`src/rtl/prescaled_updown_counter.sv`:
```
// Modulo-N up/down counter stepped by a clock-enable prescaler tick.
// Supports parallel load with clamp, hold, wrap or saturate, and a terminal-count pulse.
module prescaled_updown_counter #(
  parameter int WIDTH    = 4,
  parameter int MAX_VAL  = (1 << WIDTH) - 1,
  parameter int DIV      = 50_000_000,
  parameter bit SATURATE = 1'b0
) (
  input  logic             clk,
  input  logic             Clear_n,
  input  logic             en,
  input  logic [1:0]       sel,
  input  logic [WIDTH-1:0] load_val,
  output logic [WIDTH-1:0] Q,
  output logic             tick,
  output logic             tc
);

  localparam int               PW      = (DIV > 1) ? $clog2(DIV) : 1;
  localparam logic [PW-1:0]    PRE_TOP = PW'(DIV - 1);
  localparam logic [WIDTH-1:0] MAXV    = WIDTH'(MAX_VAL);

  generate
    if (DIV < 1 || MAX_VAL < 1 || MAX_VAL > (1 << WIDTH) - 1) begin : g_bad_param
      $error("prescaled_updown_counter: illegal DIV/MAX_VAL/WIDTH combination");
    end
  endgenerate

  typedef enum logic [1:0] {
    MODE_UP   = 2'b00,
    MODE_DOWN = 2'b01,
    MODE_LOAD = 2'b10,
    MODE_HOLD = 2'b11
  } mode_e;

  mode_e            mode;
  logic [PW-1:0]    pre_q, pre_d;
  logic [WIDTH-1:0] q_q, q_d;
  logic             tc_q, tc_d;

  assign mode = mode_e'(sel);

  // Gated by Clear_n so the strobe stays low while reset holds pre at 0 (matters for DIV=1).
  assign tick = en & Clear_n & (pre_q == PRE_TOP);

  always_comb begin
    pre_d = pre_q;
    q_d   = q_q;
    tc_d  = 1'b0;
    if (mode == MODE_LOAD) begin
      // Load ignores en and tick, and restarts the prescaler phase.
      pre_d = '0;
      q_d   = (load_val > MAXV) ? MAXV : load_val;
    end else begin
      if (en) pre_d = (pre_q == PRE_TOP) ? '0 : pre_q + 1'b1;
      if (tick) begin
        case (mode)
          MODE_UP: begin
            if (q_q == MAXV) begin
              q_d  = SATURATE ? MAXV : '0;
              tc_d = 1'b1;
            end else begin
              q_d = q_q + 1'b1;
            end
          end
          MODE_DOWN: begin
            if (q_q == '0) begin
              q_d  = SATURATE ? '0 : MAXV;
              tc_d = 1'b1;
            end else begin
              q_d = q_q - 1'b1;
            end
          end
          default: ;
        endcase
      end
    end
  end

  always_ff @(posedge clk or negedge Clear_n) begin
    if (!Clear_n) begin
      pre_q <= '0;
      q_q   <= '0;
      tc_q  <= 1'b0;
    end else begin
      pre_q <= pre_d;
      q_q   <= q_d;
      tc_q  <= tc_d;
    end
  end

  assign Q  = q_q;
  assign tc = tc_q;

endmodule

```
`config.mk`:
```
export PLATFORM = sky130hd
export DESIGN_NAME = prescaled_updown_counter
export DESIGN_NICKNAME = d
export VERILOG_FILES = /design/src/rtl/prescaled_updown_counter.sv
export SDC_FILE = /design/constraint.sdc
export NUM_CORES = 1
export LEC_CHECK = 0
export CAP_MARGIN = 15
export CORE_MARGIN = 2
export CORE_UTILIZATION = 62
export DETAILED_ROUTE_END_ITERATION = 8
export PLACE_DENSITY_LB_ADDON = 0.08
export SYNTH_ARGS = -nofsm -noshare
export SYNTH_HDL_FRONTEND = slang
export SYNTH_SLANG_ARGS = --single-unit
```
`constraint.sdc`:
```
create_clock -name clk -period 3.3 [get_ports clk]
set_input_delay 0.495 -clock clk [delete_from_list [all_inputs] [get_ports clk]]
set_output_delay 0.495 -clock clk [all_outputs]
set_load 0.1 [all_outputs]
```
* Yosys cells after proc, flatten, opt, wreduce, memory -nomap -nowiden
Cells that the tools add are included.
** Word-level totals
- Output and inout port bits :: 6
- Register bits after elaboration :: 31
- Input port bits :: 9
- Logic and storage cells :: 33
** Cells by class
- Reduce and logical (&&, ||, !) cells :: 6
- Add/sub/neg operators :: 3
- Bitwise logic cells :: 2
- Multiplexer cells :: 14
- Equality and inequality tests :: 4
- Magnitude comparators :: 1
** Operators by type and width (number)
- $mux W26 :: 3
- $add A26 B1 Y26 const B :: 1
- $eq A26 B26 Y1 const B :: 1
- $mux W4 :: 5
- $pmux W4 S2 :: 1
- $add A4 B1 Y4 const B :: 1
- $eq A4 B4 Y1 const B :: 1
- $gt A4 B4 Y1 const B :: 1
- $logic_not A4 Y1 :: 1
- $mux W1 :: 4
- $reduce_bool A2 Y1 :: 2
- $sub A4 B1 Y4 const B :: 1
- $reduce_bool A3 Y1 :: 1
- $and A1 B1 Y1 :: 2
- $eq A2 B1 Y1 const B :: 1
- $eq A2 B2 Y1 const B :: 1
- $logic_not A2 Y1 :: 1
- $pmux W1 S2 :: 1
- $reduce_and A2 Y1 :: 1

* Longest topological paths before layout
Gate-level depths: netlist of run 1.
- Depth after elaboration :: 5
- Gate-level depth with buffers :: 7
- Mapped depth without buffers :: 7

* Worst setup path before layout of run 1
Ideal clock, no wire load.
- Path type :: reg-to-reg
- From :: register pre_q[18]
- To :: register q_q[0], in the netlist Q[0]
- Cell stages (with the launch flop) :: 6
- Library setup time :: 77 ps
- Data required time :: 3223 ps
- Arrival time :: 2358 ps
- Slack :: 865 ps
- Path buffers :: 0
- Path through :: dfrtp_1 > nor4b_2 > nand4_4 > nor3_4 > mux2_1 > o21ai_1
** On the way
- Cells in the longest elaborated chain, start to end :: 4
** RTL lines
- start, declared :: line 37 : logic [PW-1:0] pre_q, pre_d;
- start signal, assigned :: line 86 : pre_q <= pre_d;
- $eq A26 B26 Y1 :: line 44 : assign tick = en & Clear_n & (pre_q == PRE_TOP);
- $and A1 B1 Y1 :: line 44
- named net tick :: line 15 : output logic tick,
- $reduce_bool A2 Y1 (no source line)
- $reduce_and A2 Y1 (no source line)
- end signal, assigned :: line 87 : q_q <= q_d;
- end, declared :: line 38 : logic [WIDTH-1:0] q_q, q_d;
The timed path passes the listed nets, and every way through them passes these cells.
A chain may end at the register's enable or synchronous reset.

* Final worst setup path of run 1
- From :: register pre_q[16]
- To :: output tick
** On the way
- Cells in the longest elaborated chain, start to end :: 2
** RTL lines (line)
- $eq A26 B26 Y1 :: 44
- $and A1 B1 Y1 :: 44
- end, declared :: 15
No other way between the ends.

==> PnR_summary.wiki, run 1 <==
{| class="wikitable"
! Metric !! Value
|-
| Number of cells upsized or downsized after cts || 0
|-
| Number of antenna violations at the first check in global routing || 0
|-
| Pre-CTS setup slack || 667 ps
|-
| Endpoints failing setup || 0
|-
| Die extent in y || approximately 60 um
|-
| Largest fanout on the critical path || 6
|-
| Share of the synthesized area in the top cell type || 0.391
|-
| FF+latch count, synth || 31
|-
| Unrepaired setup endpoints after global routing || false
|-
| Vias || about 1600
|-
| CTS clock-pin slew for the worst setup and hold paths || 110 ps
|-
| Via count of the first global-routing pass || around 1600
|-
| Endpoint arrival time on the critical path || 2110 ps
|-
| Horiz. Die Dim || a little over 60 um
|-
| CP Data Required Time || approximately 2800 ps
|-
| Hold slack final || 581 ps
|-
| Total count of hold-check failures in the final report || 0
|-
| Area added between synthesis and finish || 11.8%
|-
| Worst-Margin Slew || approximately 960 ps
|-
| Clock sink count || 31
|-
| Hold crit path type || flip-flop to flip-flop
|-
| Max Cap Violations || 0
|-
| N_diodes || 0
|-
| DRT Pass-1 Iters || 5
|-
| GRT Residual Overflow || 0
|-
| Fraction of final layout cells sized beyond drive strength 1 || 0.174
|-
| Number of buffers created by CTS || 5
|-
| Portion of the post-synthesis area used by sequential elements || 0.391
|-
| Post-Route Utilization || 0.727
|-
| Area inside the core boundary || 3050 um2
|-
| Number of enable-type register cells in the synthesized netlist || 0
|-
| Sum of routed wire length over all layers || 4.20 mm
|-
| Violation count after the first detailed-route iteration || about 190
|-
| Global-route met1 utilization || 0.332
|-
| Global-route wire length before repair || 7.10 mm
|-
| Worst Setup Start Kind || flip-flop
|-
| Cell type of the slowest stage on the worst timing path || nor3_4
|-
| Dominant cell type by area after synthesis || dfrtp_1
|-
| Pin count of the biggest net entering global routing || 32
|-
| Max incr delay on CP || 460 ps
|-
| IR drop worst, VDD || 0.236 mV
|-
| Area of the mapped netlist || 1990 um2
|-
| Mapped Avg Cell Area || 9.59 um2
|-
| Clock tree root buffer cell || clkbuf_4
|-
| Final WS setup || 695 ps
|-
| Sum of internal, switching and leakage power || 0.858 mW
|-
| Buffer count from post-CTS setup fixing || 0
|-
| Met2 routing resource usage after global routing || 0.435
|-
| Number of standard-cell rows in the floorplan || 20
|-
| Top post-synthesis cells by area || dfrtp_1, xor2_1, xnor2_1, nand4_1, nor2_1
|-
| NumNets Final || 235
|-
| Die Footprint || 3670 um2
|-
| Setup Total Neg Slack || 0 ps
|-
| Starting utilization of the core area || 0.650
|-
| Slew headroom || 0.356
|-
| Number of hold buffers added after cts || 0
|-
| H-tree Lvls || 2
|-
| Number of unique standard cell types used by synthesis || 53
|-
| F_max || between 300 and 400 MHz
|-
| Fin. max-slew vios || 0
|-
| Status || complete, no violations
|-
| Clock latency on the worst-skew pair || around 350 ps
|-
| Met3 Resource Use GR || 0.0618
|-
| Leak pwr || 0.926 nW
|-
| Syn Inst Count || 207
|-
| Overall Global Routing Usage || 0.263
|-
| Fillers || 255
|-
| Drt drc || 0
|-
| Weighted congestion at the end of routability-driven global placement || 0.877
|-
| CTS tree || yes
|-
| Most heavily used metal layer in global routing || met2
|-
| Detail-routed net length per standard cell || between 15 and 20 um
|-
| YS warnings || 0
|-
| List of cells traversed by the critical path || nor4bb_1, nand4_1, nor3_4, buf_12
|-
| Share of async-settable or async-resettable flops after synthesis || 1.00
|-
| Maximum root-to-sink buffer count || 2
|-
| Category of the critical setup timing path || flip-flop to primary output
|-
| HPWL after detailed placement || 3.04 mm
|-
| Main flop type after synthesis || dfrtp_1
|-
| Top library cells by usage in the layout, fill and taps aside || dfrtp_1, nor2_1, xor2_1, nand3_1, nand2_1
|-
| Max Clock Skew || 13.6 ps
|-
| Leading cell type in the layout, fill and taps excluded || dfrtp_1
|-
| Number of vias per cell after detailed routing || 6.03
|-
| Min Clock Period, post-route || 2610 ps
|-
| Antenna violation net count after detailed routing || 0
|-
| Port Buffer Count || 14
|-
| Post-route fraction of the period consumed by the critical path || 0.789
|-
| Power density over cell area || 386 nW/um2
|-
| Syn Nets || about 220
|-
| I/O pin total || 15
|-
| Type of element capturing the critical path || primary output
|}
[final timing paths]
kind,startpoint,to,depth (start not counted),slack (ps)
worst max register to register,pre_q[16],pre_q[3],5,980
max in group asynchronous,Clear_n,pre_q[25],2,2410
worst max-delay path,pre_q[16],tick,4,690
worst min register to register,pre_q[25],pre_q[25],2,580
min in group asynchronous,Clear_n,pre_q[12],2,610
worst min-delay path,pre_q[25],pre_q[25],2,580
[worst max-delay path: cells and delay by family (launching register included)]
family                 cells  cell delay (ps)
buffers and inverters      1              230
flip-flops                 1              450
AND/OR/NAND/NOR            3             1080
[cell families after synthesis]
logic type	synth area share
flip-flops	0.391
AO/OA/AOI/OAI	0.0876
multiplexers	0.0435
XOR/XNOR	0.106
AND/OR/NAND/NOR	0.309
buffers and inverters	0.0447
adder cells (fa/ha/maj)	0.0189
[area by class of cell]
cell class / instances / area [um2] / area share
Multi-Input combinational cell: 160 / 1120 / 0.505
Sequential cell: 31 / 776 / 0.349
Timing Repair Buffer: 18 / 170 / 0.0766
Clock buffer: 7 / 65.1 / 0.0293
Tap cell: 44 / 55.1 / 0.0248
Inverter: 7 / 26.3 / 0.0118
Clock inverter: 1 / 7.51 / 0.00338
[stage by stage]
stage | instances | area [um2]
5_1_grt | 268 | 2220
3_5_place_dp | 260 | 2150
6_report | 268 | 2220
2_1_floorplan | 207 | 1990
4_1_cts | 268 | 2220
3_3_place_gp | 260 | 2150
[metal layers]
metal / wire length (um) / share of wire / vias to the layer above
met5: 0 / 0 / -
met4: 66 / 0.016 / 0
met3: 171 / 0.041 / 8
met2: 2110 / 0.50 / 41
met1: 1850 / 0.44 / 792
li1: - / - / 774
[synthesized netlist by cell type, types with 5 or more instances]
| cell type | instances |
|---|---|
| dfrtp_1 | 31 |
| xor2_1 | 14 |
| a21oi_1 | 5 |
| nand3_1 | 13 |
| nor2_1 | 19 |
| nand2_1 | 13 |
| nor2_2 | 10 |
| and3_1 | 6 |
| xnor2_1 | 10 |
| clkbuf_1 | 5 |
| inv_1 | 6 |
| nand4_1 | 12 |
[sequential cells by signal, indices dropped and copies added (netlist names)]
| signal | flops |
|---|---|
| pre_q | 26 |
| tc | 1 |
| Q | 4 |
[where the power goes]
group,leakage [nW],switching (mW),internal [mW]
Combinational,0.466,0.108,0.0608
Clock,0.0375,0.139,0.124
Sequential,0.423,0.0306,0.395
Note: power is estimated with default switching activity, not from simulation.
==> run 2: changes to the inputs <==
--- a/config.mk
+++ b/config.mk
@@ -7,7 +7,7 @@
 export LEC_CHECK = 0
 export CAP_MARGIN = 15
 export CORE_MARGIN = 2
-export CORE_UTILIZATION = 62
+export CORE_UTILIZATION = 58
 export DETAILED_ROUTE_END_ITERATION = 8
 export PLACE_DENSITY_LB_ADDON = 0.08
 export SYNTH_ARGS = -nofsm -noshare
==> constraint.sdc (replaced) <==
create_clock -name clk -period 2.6 [get_ports clk]
set_input_delay 0.39 -clock clk [delete_from_list [all_inputs] [get_ports clk]]
set_output_delay 0.39 -clock clk [all_outputs]
set_load 0.1 [all_outputs]
==> PnR_summary.wiki, run 2 (synthesized netlist as in run 1, its figures left out) <==
{| class="wikitable"
! Metric !! Value
|-
| Top register by number of flip-flops || pre_q
|-
| HPWL after detailed placement || 2.87 mm (-5.7%)
|-
| Hold crit path type || input pin to async pin
|-
| Fraction of final layout cells sized beyond drive strength 1 || 0.184 (+0.0101)
|-
| Horiz. Die Dim || 62.5 um (+3.2%)
|-
| Endpoints failing setup || 0 (unchanged)
|-
| I/O pin total || 15 (unchanged)
|-
| Max Clock Skew || 3.47 ps (-10.2 ps)
|-
| Maximum root-to-sink buffer count || 2 (unchanged)
|-
| Leading cell type in the layout, fill and taps excluded || dfrtp_1
|-
| Clock tree root buffer cell || clkbuf_4
|-
| Fin. max-slew vios || 0 (unchanged)
|-
| Die extent in y || 62.5 um (+3.2%)
|-
| Max Cap Violations || 0 (unchanged)
|-
| Clock network power share || 0.261 (-0.046)
|-
| Total count of hold-check failures in the final report || 0 (unchanged)
|-
| Number of buffers created by CTS || 5 (unchanged)
|-
| NumNets Final || 239 (+1.7%)
|-
| N_diodes || 0 (unchanged)
|-
| Detail-routed net length per standard cell || 14.7 um (-6.3%)
|-
| Post-route fraction of the period consumed by the critical path || 0.891
|-
| Number of cells upsized or downsized after cts || 0 (unchanged)
|-
| Worst reg2reg setup slack || 490 ps (-490 ps)
|-
| Type of element capturing the critical path || primary output
|-
| Worst Setup Start Kind || flip-flop
|-
| Worst-Margin Slew || 418 ps (-545 ps)
|-
| Clock latency on the worst-skew pair || 330 ps (-20 ps)
|-
| Leak pwr || 0.941 nW (+1.6%)
|-
| Setup Total Neg Slack || 0 ps (unchanged)
|-
| Antenna violation net count after detailed routing || 0 (unchanged)
|-
| IR drop worst, VDD || 0.248 mV (+5.3%)
|-
| Port Buffer Count || 14 (unchanged)
|-
| Cell count after placement || 266 (+2.3%)
|-
| Sequential group share of total power || 0.529 (+0.033)
|-
| Sum of routed wire length over all layers || 4.02 mm (-4.2%)
|-
| Status || complete, no violations
|-
| Internal power of the cells || 0.685 mW (+18%)
|-
| Weighted congestion at the end of routability-driven global placement || 0.867 (-1.1%)
|-
| Number of antenna violations at the first check in global routing || 0 (unchanged)
|-
| Unrepaired setup endpoints after global routing || false
|-
| Starting utilization of the core area || 0.600 (-0.0506)
|-
| CTS clock-pin slew for the worst setup and hold paths || 90 ps (-20 ps)
|-
| Endpoint arrival time on the critical path || 1930 ps (-180 ps)
|-
| Area inside the core boundary || 3310 um2 (+8.4%)
|-
| DRT Pass-1 Iters || 4 (-1)
|-
| Sw Share || 0.329 (+0.00515)
|-
| Power density over cell area || 458 nW/um2 (+19%)
|-
| CP Data Required Time || 2210 ps (-590 ps)
|-
| Drt drc || 0 (unchanged)
|-
| Buffer count from post-CTS setup fixing || 0 (unchanged)
|-
| F_max || 432 MHz
|-
| Final instance count without filler cells || 274 (+2.2%)
|-
| Pin count of the biggest net entering global routing || 32 (unchanged)
|-
| Via count of the first global-routing pass || 1497 (-5.5%)
|-
| Number of vias per cell after detailed routing || 5.72 (-5.1%)
|-
| Largest register FFs || 26 (unchanged)
|-
| Post-Route Utilization || 0.673 (-0.0544)
|-
| CTS tree || yes
|-
| Clock sink count || 31 (unchanged)
|-
| H-tree Lvls || 2 (unchanged)
|-
| Min Clock Period, post-route || 2320 ps
|-
| Category of the critical setup timing path || flip-flop to primary output
|-
| Violation count after the first detailed-route iteration || 154 (-20%)
|-
| Number of standard-cell rows in the floorplan || 21 (+5.0%)
|-
| Top library cells by usage in the layout, fill and taps aside || dfrtp_1, nor2_1, xor2_1
|-
| Vias || 1567 (-3.0%)
|-
| GRT Residual Overflow || 0 (unchanged)
|-
| Slew headroom || 0.721 (+0.365)
|-
| Largest fanout on the critical path || 4 (-2)
|-
| Share of power burned in combinational logic || 0.210 (+0.013)
|-
| Number of hold buffers added after cts || 0 (unchanged)
|-
| Area added between synthesis and finish || 12.2%
|-
| Die Footprint || 3910 um2 (+6.4%)
|-
| Global-route wire length before repair || 7.03 mm (-0.97%)
|-
| Net switching power || 0.336 mW (+21%)
|-
| Overall Global Routing Usage || 0.227 (-0.0365)
|}
==> run 2: cell types whose count changed in the layout (fill, tap and decap cells not counted) <==
| cell | delta |
|---|---|
| clkbuf_1 | +2 |
| clkinv_2 | +1 |
| clkdlybuf4s50_1 | -1 |
| clkbuf_8 | -2 |
| clkinvlp_4 | -1 |
| buf_4 | +5 |
==> run 2: metrics by stage <==
stage	power [mW]	hold slack, ps	cell area (um2)	worst slack, ps
4_1_cts	1.03	516	2230	286
6_report	1.02	498	2230	284
3_5_place_dp	0.764	554	2180	327
2_1_floorplan	0.701	94.4	1990	165
5_1_grt	1.08	557	2230	175
3_3_place_gp	0.759	539	2180	361
==> run 2: cell type report <==
type / count / area (um2)
clock buffer: 7 / 45.0
clock inverter: 1 / 5.00
fill: 265 / 1080
inverter: 7 / 26.3
multi-input combinational: 160 / 1120
sequential: 31 / 776
tap: 46 / 57.6
timing repair buffer: 22 / 198
==> run 2: final timing paths <==
| path | startpoint | endpoint | cells after the start |
|---|---|---|---|
| hold reg to reg | pre_q[25] | pre_q[25] | 2 |
| max in group asynchronous | Clear_n | Q[3] | 2 |
| setup reg to reg | pre_q[16] | pre_q[3] | 6 |
| hold / removal | Clear_n | Q[0] | 2 |
| setup / recovery | pre_q[16] | tick | 4 |
| min in group clk | pre_q[25] | pre_q[25] | 2 |
==> run 2: power groups by stage <==
stage / logic (mW) / registers, mW / clock network [mW]
floorplan: 0.106 / 0.594 / 0
global placement: 0.213 / 0.546 / 0
detailed placement: 0.216 / 0.548 / 0
CTS: 0.217 / 0.539 / 0.273
global route: 0.233 / 0.546 / 0.300
finish: 0.215 / 0.540 / 0.266
==> run 2: worst max-delay path, stage by stage, from the launching register on <==
cell	delay, ps
dfrtp_1	430
nor4bb_1	330
nand4_1	270
nor3_4	350
buf_12	210
==> run 2: metal layers <==
layer / share of wire / global-route usage / vias up
met3: 0.042 / 0.0703 / 6
met5: 0 / 0 / -
met4: 0.010 / 0.0639 / 0
li1: - / - / 781
met2: 0.48 / 0.347 / 29
met1: 0.47 / 0.314 / 751
